### config.mk
export PLATFORM = sky130hd
export DESIGN_NAME = truss_timeout_timer
export DESIGN_NICKNAME = d
export VERILOG_FILES = /design/src/rtl/truss_timeout_pkg.sv /design/src/rtl/truss_sat_counter.sv /design/src/rtl/truss_timeout_timer.sv
export SDC_FILE = /design/constraint.sdc
export NUM_CORES = 1
export LEC_CHECK = 0
export CORE_ASPECT_RATIO = 0.9
export CORE_UTILIZATION = 54
export CTS_BUF_LIST = sky130_fd_sc_hd__clkbuf_4
export DETAILED_ROUTE_END_ITERATION = 10
export PLACE_DENSITY_LB_ADDON = 0.12
export SYNTH_ARGS = -nofsm -noshare
export SYNTH_HDL_FRONTEND = slang
export SYNTH_SLANG_ARGS = --single-unit
### constraint.sdc
create_clock -name clk -period 11.43 [get_ports clk]
set_input_delay 1.7145 -clock clk [delete_from_list [all_inputs] [get_ports clk]]
set_output_delay 1.7145 -clock clk [all_outputs]
set_load 0.02 [all_outputs]
### src/rtl/truss_timeout_pkg.sv
// rtl/truss_timeout_pkg.sv - shared state encoding and default widths for the timeout timer
package truss_timeout_pkg;

  typedef enum logic [1:0] {
    IDLE    = 2'd0,
    ARMED   = 2'd1,
    WARN    = 2'd2,
    EXPIRED = 2'd3
  } timeout_state_e;

  localparam int DEF_CNT_W = 32;
  localparam int DEF_EXP_W = 8;

endpackage

### src/rtl/truss_sat_counter.sv
// rtl/truss_sat_counter.sv - up-counter that sticks at all-ones
module truss_sat_counter #(
  parameter int W = 8
) (
  input  logic         clk,
  input  logic         rst_n,
  input  logic         i_inc,
  output logic [W-1:0] o_cnt
);

  logic [W-1:0] r_cnt;

  // count increment requests, holding at the maximum value instead of wrapping
  always_ff @(posedge clk or negedge rst_n) begin
    if (!rst_n) begin
      r_cnt <= '0;
    end else if (i_inc && (r_cnt != {W{1'b1}})) begin
      r_cnt <= r_cnt + W'(1);
    end
  end

  assign o_cnt = r_cnt;

endmodule

### src/rtl/truss_timeout_timer.sv
// rtl/truss_timeout_timer.sv - kick-reloaded timeout timer with warning level; TRUSS_TIMEOUT_AUTO_REARM_EN selects auto re-arm after expiry
module truss_timeout_timer
  import truss_timeout_pkg::*;
#(
  parameter int CNT_W = DEF_CNT_W,
  parameter int EXP_W = DEF_EXP_W
) (
  input  logic             clk,
  input  logic             reset_n,
  input  logic             arm,
  input  logic             kick,
  input  logic             disarm,
  input  logic             clear,
  input  logic [CNT_W-1:0] timeout_cycles,
  input  logic [CNT_W-1:0] warn_cycles,
  output logic [1:0]       state,
  output logic [CNT_W-1:0] count,
  output logic             warning,
  output logic             timeout,
  output logic             expired,
  output logic [EXP_W-1:0] expire_cnt
);

  timeout_state_e   r_state;
  timeout_state_e   w_state_nxt;
  logic [CNT_W-1:0] r_count;
  logic [CNT_W-1:0] w_count_nxt;
  logic [CNT_W-1:0] r_t;
  logic [CNT_W-1:0] w_t_nxt;
  logic [CNT_W-1:0] r_w;
  logic [CNT_W-1:0] w_w_nxt;
  logic [CNT_W-1:0] w_dec;
  logic             w_expire;
  logic             r_warning;
  logic             r_timeout;
  logic             r_expired;

  // a running count sits in WARN once it is at or below the warning threshold
  function automatic timeout_state_e phase_of(input logic [CNT_W-1:0] cnt,
                                              input logic [CNT_W-1:0] thr);
    return (cnt <= thr) ? WARN : ARMED;
  endfunction

  assign w_dec = r_count - CNT_W'(1);

  // next state, next count and latched limits; disarm beats kick beats expiry beats decrement
  always_comb begin
    w_state_nxt = r_state;
    w_count_nxt = r_count;
    w_t_nxt     = r_t;
    w_w_nxt     = r_w;
    w_expire    = 1'b0;
    case (r_state)
      IDLE: begin
        if (arm) begin
          w_t_nxt     = timeout_cycles;
          w_w_nxt     = warn_cycles;
          w_count_nxt = timeout_cycles;
          if (timeout_cycles == '0) begin
            w_state_nxt = EXPIRED;
            w_expire    = 1'b1;
          end else begin
            w_state_nxt = phase_of(timeout_cycles, warn_cycles);
          end
        end
      end
      ARMED, WARN: begin
        if (disarm) begin
          w_state_nxt = IDLE;
          w_count_nxt = '0;
        end else if (kick) begin
          w_count_nxt = r_t;
          w_state_nxt = phase_of(r_t, r_w);
        end else if (r_count == CNT_W'(1)) begin
          w_state_nxt = EXPIRED;
          w_count_nxt = '0;
          w_expire    = 1'b1;
        end else if (r_count != '0) begin
          w_count_nxt = w_dec;
          w_state_nxt = phase_of(w_dec, r_w);
        end
      end
      EXPIRED: begin
`ifdef TRUSS_TIMEOUT_AUTO_REARM_EN
        // a zero limit re-expires every cycle rather than running a zero-length count
        if (r_t == '0) begin
          w_expire = 1'b1;
        end else begin
          w_count_nxt = r_t;
          w_state_nxt = phase_of(r_t, r_w);
        end
`else
        if (clear) begin
          w_state_nxt = IDLE;
        end
`endif
      end
      default: w_state_nxt = IDLE;
    endcase
  end

  // state, counter, latched limits and registered status outputs
  always_ff @(posedge clk or negedge reset_n) begin
    if (!reset_n) begin
      r_state   <= IDLE;
      r_count   <= '0;
      r_t       <= '0;
      r_w       <= '0;
      r_warning <= 1'b0;
      r_timeout <= 1'b0;
      r_expired <= 1'b0;
    end else begin
      r_state   <= w_state_nxt;
      r_count   <= w_count_nxt;
      r_t       <= w_t_nxt;
      r_w       <= w_w_nxt;
      r_warning <= (w_state_nxt == WARN);
      r_timeout <= w_expire;
`ifdef TRUSS_TIMEOUT_AUTO_REARM_EN
      // sticky until acknowledged; a fresh expiry wins over a same-cycle clear
      if (w_expire) begin
        r_expired <= 1'b1;
      end else if (clear) begin
        r_expired <= 1'b0;
      end
`else
      r_expired <= (w_state_nxt == EXPIRED);
`endif
    end
  end

  truss_sat_counter #(
    .W(EXP_W)
  ) u_expire_cnt (
    .clk   (clk),
    .rst_n (reset_n),
    .i_inc (w_expire),
    .o_cnt (expire_cnt)
  );

  assign state   = r_state;
  assign count   = r_count;
  assign warning = r_warning;
  assign timeout = r_timeout;
  assign expired = r_expired;

endmodule

# Yosys cells after proc, flatten, opt, wreduce, memory -nomap -nowiden
# Index checks and enable logic that the tools add are counted.
[classes]
add_sub_neg = 2
order_cmp = 3
n_eq_ne = 9
n_mux = 23
n_reduce_logical = 8
[op_table]
columns = ["op", "count"]
rows = [
  ["two-way mux 32 bit", 5],
  ["<= comparator 32 bit", 3],
  ["one-hot mux 32 bit (2 select lines)", 1],
  ["== test 32 x 1 -> 1 bit, second input constant", 1],
  ["zero test 32 bit", 1],
  ["nonzero test 32 bit", 1],
  ["subtractor 32 x 1 -> 32 bit, second input constant", 1],
  ["two-way mux 2 bit", 10],
  ["adder 8 x 1 -> 8 bit, second input constant", 1],
  ["== test 2 bit, second input constant", 4],
  ["inequality test 8 bit, second input constant", 1],
  ["one-hot mux 2 bit (3 select lines)", 1],
  ["two-way mux 1 bit", 5],
  ["inequality test 5 bit, second input constant", 1],
  ["AND reduction 3 bit", 1],
  ["== test 2 x 1 -> 1 bit, second input constant", 1],
  ["zero test 2 bit", 1],
  ["inequality test 2 bit, second input constant", 1],
  ["one-hot mux 1 bit (2 select lines)", 1],
  ["AND reduction 2 bit", 1],
  ["nonzero test 2 bit", 1],
  ["OR reduction 2 bit", 1],
  ["logical AND 1 bit", 1],
]
[word_totals]
reg_bits = 109
in_bits = 70
output_inout_bits = 45
wordCells = 53

# Logic depth before layout (Yosys ltp)
# Gate-level depths: netlist of run 1.
[depth]
ltp_word = 9
ltp_mapped = 16

# Cells and area by module
# From an unflattened synthesis of run 1, not the netlist that was laid out.
[hier_totals]
hier_cells = 901
hier_area_um2 = 8031.5
[modules_own_cells]
columns = ["mod", "n_inst", "cells_each", "area_each_um2"]
rows = [
  ["truss_timeout_timer", 1, 867, 7623.6],
  ["truss_sat_counter", 1, 34, 407.9],
]

# Least setup slack after synthesis of run 1
# OpenSTA, ideal clock, no wires.
[synth_path]
path_type = "flip-flop to flip-flop"
startpoint = "reg r_count[12] (netlist: count[12])"
endpoint = "reg r_state[0] (netlist: state[0])"
arrival_time_ns = 4.012
required_ns = 11.366
setup_slack_ns = 7.354
path_stages_with_launch = 16
path_buffers = 3
cell_sequence = "dfrtp_1 buf_2 or4_1 clkbuf_1 nand4bb_4 buf_2 nor4_2 nor3b_1 xor2_1 ha_1 nand4_1 nor4_1 o31a_1 nor2_1 nor4bb_1 or2_2"
[synth_between]
elab_chain_len = 8
elab_cells_between_ends = 10
classes_between = "1 x add/sub; 1 x order compare; 1 x eq/ne; 6 x mux; 1 x reduce/logical"
[synth_lines]
columns = ["item", "line", "source"]
rows = [
  ["from (decl)", "truss_timeout_timer.sv:26", "logic [CNT_W-1:0] r_count;"],
  ["from (signal assigned)", "truss_timeout_timer.sv:114", "r_count <= w_count_nxt;"],
  ["subtractor 32 x 1 -> 32 bit", "truss_timeout_timer.sv:44", "assign w_dec = r_count - CNT_W'(1);"],
  ["<= comparator 32 bit", "truss_timeout_timer.sv:41", "return (cnt <= thr) ? WARN : ARMED;"],
  ["two-way mux 2 bit", "truss_timeout_timer.sv:41", ""],
  ["two-way mux 2 bit", "truss_timeout_timer.sv:78", "end else if (r_count != '0) begin"],
  ["two-way mux 2 bit (*)", "truss_timeout_timer.sv:74", "end else if (r_count == CNT_W'(1)) begin"],
  ["two-way mux 2 bit (*)", "truss_timeout_timer.sv:71", "end else if (kick) begin"],
  ["two-way mux 2 bit (*)", "truss_timeout_timer.sv:68", "if (disarm) begin"],
  ["one-hot mux 2 bit (3 select lines) (*)", "truss_timeout_timer.sv:53", "case (r_state)"],
  ["net w_state_nxt[0]", "truss_timeout_timer.sv:25", "timeout_state_e w_state_nxt;"],
  ["to (signal assigned)", "truss_timeout_timer.sv:113", "r_state <= w_state_nxt;"],
  ["to (decl)", "truss_timeout_timer.sv:24", "timeout_state_e r_state;"],
]
# Mark *: on every way through the listed nets, which the timed path passes. The rest lies on a longest branch.
# A chain may end at the register's enable or synchronous reset.

# Worst setup path in the final report of run 1
[layout_path]
startpoint = "reg r_count[4] (netlist: count[4])"
endpoint = "reg r_state[0] (netlist: state[0])"
# Same word-level chain as after synthesis.

==> reports/qor.yml, run 1 <==
required_ns: 11.87
synthTopCellsByArea: "dfrtp_1 (34%), ha_1 (16%), nand2_1 (5.2%)"
p_leak_nw: 4.17
stdcell_count: 1181
start_util: 0.559
syn_inst: 886
avgSynthCellArea_sq_um: 8.96
cts_tree: "done"
htreeDepth: 3
cp_max_fo: 9
busiest_layer: "met2"
r2r_start: "count[4]"
status: "complete, no violations"
timing.hold.ws_ns: 0.509
ant_nets: 0
worstMarginPinSlew_ns: 1.15
worstSkewPairLatency_ns: 0.50
die_area_sq_um: 15200
ios: 115
clk_path_buf_depth: 2
die_y_um: 117
cts_made_buffers: 9
gp_congestion: 0.930
pwr-share-clk: 0.085
p_sw_frac: 0.473
drc: 0
min-delay-start: "u_expire_cnt.o_cnt[6]"
synth.cell_area_sq_um: 7940
via_per_inst: 5.92
power_density_nw_per_um2: 247
cts_sinks: 109
setup_tns_ns: 0
hold_viol_final: 0
rsz0062_at_grt: "no"
vias: 6986
arrival_ns: 5.23
synth-main-ff-cell: "dfrtp_1"
first_pass_iters: 6
ys_async_sr_fraction: 1.00
yosysTopAreaCell: "dfrtp_1"
core-area_sq_um: 14200
grt_util_met3: 0.0591
synth_cell_type_count: 63
p_sw_w: 0.00109
yosysSeqAreaShare: 0.343
drv_cap: 0
rows: 41
crit_type: "flip-flop to flip-flop"
yosys_warnings: 0
die_w_um: 130
seq_power_share: 0.312
min_period_ns: 4.79
fillers: 1240
slew_headroom: 0.233
irDropWorstVdd_mv: 0.141
grt_use_total: 0.295
grt_max_degree: 70
ys_ff_latch: 109
nNetsFinal: 1154
portBuffers: 114
yosysMostFrequentCell: "nand2_1"
worstSetupStartpoint: "count[4]"
synthTopCellsByCount: "nand2_1 (111), dfrtp_1 (109), ha_1 (101), inv_1 (80), o21ai_0 (74)"
clkTransAtPathRegs_ns: 0.15
setup_viol: 0
synth-edff-count: 0
drt-initial-drc-count: 535
syn_to_final_growth_pct: 17.8
clock_skew_ns: 0.0192
fmax_mhz: 209
gr-total-overflow: 0
post-route-period-util: 0.419
grt_pass1_wl_mm: 34.0
wirelength_mm: 21.4
maxSlewViolCount: 0
cts.repair.resized: 0
endpoint_kind: "flip-flop"
power_frac_comb: 0.604
grt_antenna_before_repair: 0
grt_pass1_vias: 6587
wire_per_inst_um: 18.1
insertedDiodeCount: 0
dp_cells: 1165
p_int_w: 0.00122
hold_class: "flip-flop to flip-flop"
post-cts-setup-buffers: 0
synth_nets: 1057
power_w: 0.00231
use_met1: 0.391
synth_top_cell_area_share: 0.343
grt_use_met2: 0.488
cts_hold_buffers: 0
cts_root_buf: "clkbuf_4"
cp-start-kind: "flip-flop"
place_hpwl_mm: 16.4
drive_above_1_share: 0.0648
==> power by group through the flow <==
stage	sequential, W	clock, W	combinational (W)
5_1_grt	0.000741	0.000216	0.00155
3_5_place_dp	0.000725	0	0.00138
6_report	0.000720	0.000195	0.00139
3_3_place_gp	0.000723	0	0.00135
2_1_floorplan	0.000741	0	0.000915
4_1_cts	0.000716	0.000200	0.00138
==> worst max-delay path, cell delays in order, from the launching register on <==
cell,delay (ns)
dfrtp_1,0.45
nor4_1,0.81
nand2_1,0.45
nor4_2,0.56
nor3b_1,0.42
xor2_1,0.14
ha_1,0.32
nand4_1,0.16
nor4_1,0.53
o31a_1,0.24
nor2_1,0.05
nor4bb_1,0.42
or2_2,0.18
==> layout make-up <==
cell class	count	area, sq um	area share
Multi-Input combinational cell	662	4770	0.510
Sequential cell	109	2730	0.292
Timing Repair Buffer	120	1180	0.127
Inverter	81	304	0.0325
Tap cell	193	241	0.0258
Clock buffer	10	75.1	0.00802
Clock inverter	6	53.8	0.00575
==> cells by family after synthesis <==
kind of cell             share of synthesized area
AND/OR/NAND/NOR                              0.172
AO/OA/AOI/OAI                                0.175
buffers and inverters                       0.0566
flip-flops                                   0.343
adder cells (fa/ha/maj)                      0.159
multiplexers                                0.0539
XOR/XNOR                                    0.0397
==> stage by stage <==
step / utilization / cell area [sq um] / setup WS (ns)
2_1_floorplan: - / 7940 / 7.35
3_3_place_gp: 0.649 / 9230 / 7.01
3_5_place_dp: 0.649 / 9230 / 6.76
4_1_cts: 0.658 / 9360 / 6.73
5_1_grt: 0.658 / 9360 / 6.21
6_report: 0.658 / 9360 / 6.64
==> sequential cells by signal, indices dropped and copies added, names as in the netlist <==
name	cells
expired	1
timeout	1
count	32
warning	1
u_expire_cnt.o_cnt	8
r_t	32
state	2
r_w	32
==> placed cells by master, fill, tap and decap left out, types with 4 or more instances in the layout <==
| master | instances |
|---|---|
| buf_4 | 7 |
| nand2b_1 | 4 |
| or3_1 | 4 |
| a22o_1 | 9 |
| nand3_1 | 14 |
| o31ai_1 | 11 |
| or4_1 | 7 |
| nor2_1 | 28 |
| nand2_1 | 111 |
| clkbuf_4 | 10 |
| o2bb2ai_1 | 6 |
| a2bb2oi_1 | 5 |
| mux2_2 | 35 |
| ha_1 | 101 |
| dfrtp_1 | 109 |
| a211oi_1 | 4 |
| a21oi_1 | 42 |
| xnor2_1 | 15 |
| clkinv_1 | 4 |
| nor4_1 | 22 |
| clkdlybuf4s50_1 | 113 |
| a221oi_1 | 6 |
| o21ai_1 | 8 |
| nand4_1 | 32 |
| nor2b_1 | 5 |
| xor2_1 | 21 |
| nor3_1 | 22 |
| inv_1 | 80 |
| o21ai_0 | 74 |
| o211ai_1 | 5 |
| a22oi_1 | 25 |
==> final timing paths <==
| path | to | slack, ns | depth (start not counted) |
|---|---|---|---|
| max reg2reg | state[0] | 6.64 | 12 |
| max in group asynchronous | r_w[29] | 8.98 | 2 |
| min | u_expire_cnt.o_cnt[6] | 0.51 | 1 |
| min reg2reg | u_expire_cnt.o_cnt[6] | 0.51 | 1 |
| max | state[0] | 6.64 | 12 |
| min in group asynchronous | r_w[12] | 1.19 | 1 |
==> metal layers <==
layer | wire length [um] | up-vias
li1 | - | 3428
met1 | 9840 | 3313
met2 | 9890 | 219
met3 | 1180 | 26
met4 | 448 | 0
met5 | 0 | -
Note: power is estimated with default switching activity, not from simulation.
==> inputs of run 2 (changes only) <==
--- a/config.mk
+++ b/config.mk
@@ -6,7 +6,7 @@
 export NUM_CORES = 1
 export LEC_CHECK = 0
 export CORE_ASPECT_RATIO = 0.9
-export CORE_UTILIZATION = 54
+export CORE_UTILIZATION = 52
 export CTS_BUF_LIST = sky130_fd_sc_hd__clkbuf_4
 export DETAILED_ROUTE_END_ITERATION = 10
 export PLACE_DENSITY_LB_ADDON = 0.12
==> constraint.sdc (replaced) <==
create_clock -name clk -period 4.3 [get_ports clk]
set_input_delay 0.645 -clock clk [delete_from_list [all_inputs] [get_ports clk]]
set_output_delay 0.645 -clock clk [all_outputs]
set_load 0.02 [all_outputs]
==> run 2 against run 1 <==
Maximum frequency grew 20%. Core utilization shrank 2.0 points. Via count grew 2.9%. Critical path depth grew 2. Total power grew to 2.7 times the previous value. First-iteration DRC count grew 25%. Global-route usage shrank 0.27 points. Combinational power grew to 2.7 times the previous value. Wire length grew 3.6%. Sequential share of layout area shrank 0.31 points.
==> reports/qor.yml, run 2 (synthesized netlist as in run 1, its figures left out) <==
p_leak_nw: 4.23  # +1.3%
wire_per_inst_um: 18.5  # +2.2%
maxSlewViolCount: 0  # unchanged
drc: 0  # unchanged
die_y_um: 119  # +1.9%
cp-start-kind: "flip-flop"
dp_cells: 1182  # +1.5%
drv_cap: 0  # unchanged
post-cts-setup-buffers: 0  # unchanged
cts_made_buffers: 9  # unchanged
ant_nets: 0  # unchanged
place_hpwl_mm: 17.1  # +4.6%
endpoint_kind: "flip-flop"
grt_antenna_before_repair: 0  # unchanged
status: "complete, no violations"
drt-initial-drc-count: 671  # +25%
required_ns: 4.73  # -7.14 ns
post-route-period-util: 0.929  # +0.509
stdcell_count: 1197  # +1.4%
via_per_inst: 6.01  # +1.6%
crit_family: "simple AND/OR/NAND/NOR gates"
insertedDiodeCount: 0  # unchanged
cts_tree: "done"
clkTransAtPathRegs_ns: 0.16  # about the same
die_w_um: 132  # +1.9%
fmax_mhz: 250  # +20%
htreeDepth: 3  # unchanged
min_period_ns: 3.99  # -0.799 ns
final_common_cell: "clkdlybuf4s50_1"
power_density_nw_per_um2: 653  # +160%
worstSkewPairLatency_ns: 0.50  # about the same
portBuffers: 114  # unchanged
wirelength_mm: 22.1  # +3.6%
slowest_delay_ns: 0.51  # -0.30 ns
slowest_stage: "or4_1"
drive_above_1_share: 0.0781  # +0.0133
nNetsFinal: 1166  # +1.0%
grt_pass1_wl_mm: 36.0  # +5.7%
vias: 7191  # +2.9%
setup_viol: 0  # unchanged
slew_headroom: 0.372  # +0.139
setup_tns_ns: 0  # unchanged
cts_hold_buffers: 0  # unchanged
grt_use_total: 0.292  # -0.00265
irDropWorstVdd_mv: 0.281  # +100%
grt_max_degree: 43  # -39%
cts_root_buf: "clkbuf_4"
final_cell_mix: "clkdlybuf4s50_1 (113), nand2_1 (111), dfrtp_1 (109)"
start_util: 0.536  # -0.0230
rows: 42  # +2.4%
arrival_ns: 4.43  # -0.80 ns
hold_viol_final: 0  # unchanged
utilization: 0.638  # -0.0203
cp_max_fo: 9  # unchanged
worstPathCellList: "nor4_1 -> buf_4 -> nand2_1 -> or4_1 -> xor2_1 -> inv_1 -> ha_1 -> nand4_1 -> nor4_1 -> a21boi_0 -> o31a_1 -> nor2_1 -> nor4bb_1 -> or2_2"
cts_sinks: 109  # unchanged
crit_type: "flip-flop to flip-flop"
ios: 115  # unchanged
path_common_cell: "nor4_1"
gr-total-overflow: 0  # unchanged
clock_skew_ns: 0.0246  # +0.00541 ns
worstMarginPinSlew_ns: 0.935  # -0.216 ns
syn_to_final_growth_pct: 19.0
first_pass_iters: 5  # -1
grt_pass1_vias: 7028  # +6.7%
hold_class: "primary input to asynchronous set/reset pin"
path_buf_inv: 2  # +2
die_area_sq_um: 15800  # +3.8%
rsz0062_at_grt: "no"
gp_congestion: 0.912  # -1.9%
clk_path_buf_depth: 2  # unchanged
core-area_sq_um: 14800  # +4.3%
power_w: 0.00617  # +170%
-- run 2: changes by cell type in the layout (fill, tap and decap cells not counted), sizes merged --
cell | previous run | this run
clkinv | 5 | 2
bufinv | 1 | 0
clkbuf | 10 | 11
buf | 7 | 19
clkinvlp | 1 | 3
-- run 2: per-layer routing --
metal | track usage | up-vias | wire length [um]
met4 | 0.106 | 0 | 625
met1 | 0.380 | 3438 | 9760
met5 | 0 | - | 0
met3 | 0.0643 | 42 | 1540
met2 | 0.478 | 263 | 10200
li1 | - | 3448 | -
-- run 2: worst paths after layout --
check / slack, ns / cells past startpoint / start / to
max: 0.31 / 14 / count[4] / state[0]
max reg2reg: 0.31 / 14 / count[4] / state[0]
max in group asynchronous: 3.25 / 2 / reset_n / state[1]
min: 0.12 / 1 / reset_n / r_w[12]
min in group clk: 0.51 / 1 / u_expire_cnt.o_cnt[6] / u_expire_cnt.o_cnt[6]
min reg2reg: 0.51 / 1 / u_expire_cnt.o_cnt[6] / u_expire_cnt.o_cnt[6]
-- run 2: metrics by stage --
stage	area, sq um	hold WS (ns)	worst slack, ns
finish	9460	0.117	0.307
global route	9460	0.119	0.0255
CTS	9430	0.113	0.138
detailed placement	9320	0.489	0.210
global placement	9320	0.489	0.370
floorplan	7940	0.349	0.224
-- run 2: layout make-up --
class / instances / area [sq um]
clock buffer: 11 / 82.6
fill: 1314 / 5360
timing repair buffer: 132 / 1270
tap: 198 / 248
sequential: 109 / 2730
multi-input combinational: 662 / 4790
inverter: 81 / 304
clock inverter: 4 / 26.3
-- run 2: power breakdown --
group | internal (W) | switching (W) | leakage, nW | total, W
Sequential | 0.00147 | 0.000440 | 1.34 | 0.00191
Combinational | 0.00162 | 0.00216 | 2.83 | 0.00378
Clock | 0.000127 | 0.000352 | 0.0526 | 0.000479
Total | 0.00322 | 0.00295 | 4.23 | 0.00617
-- run 2: timing repair --
action | in CTS | in global routing
endpoints found under the hold margin | 0 | 0
endpoints found under the setup margin | 0 | 4
resized for setup | 0 | 4
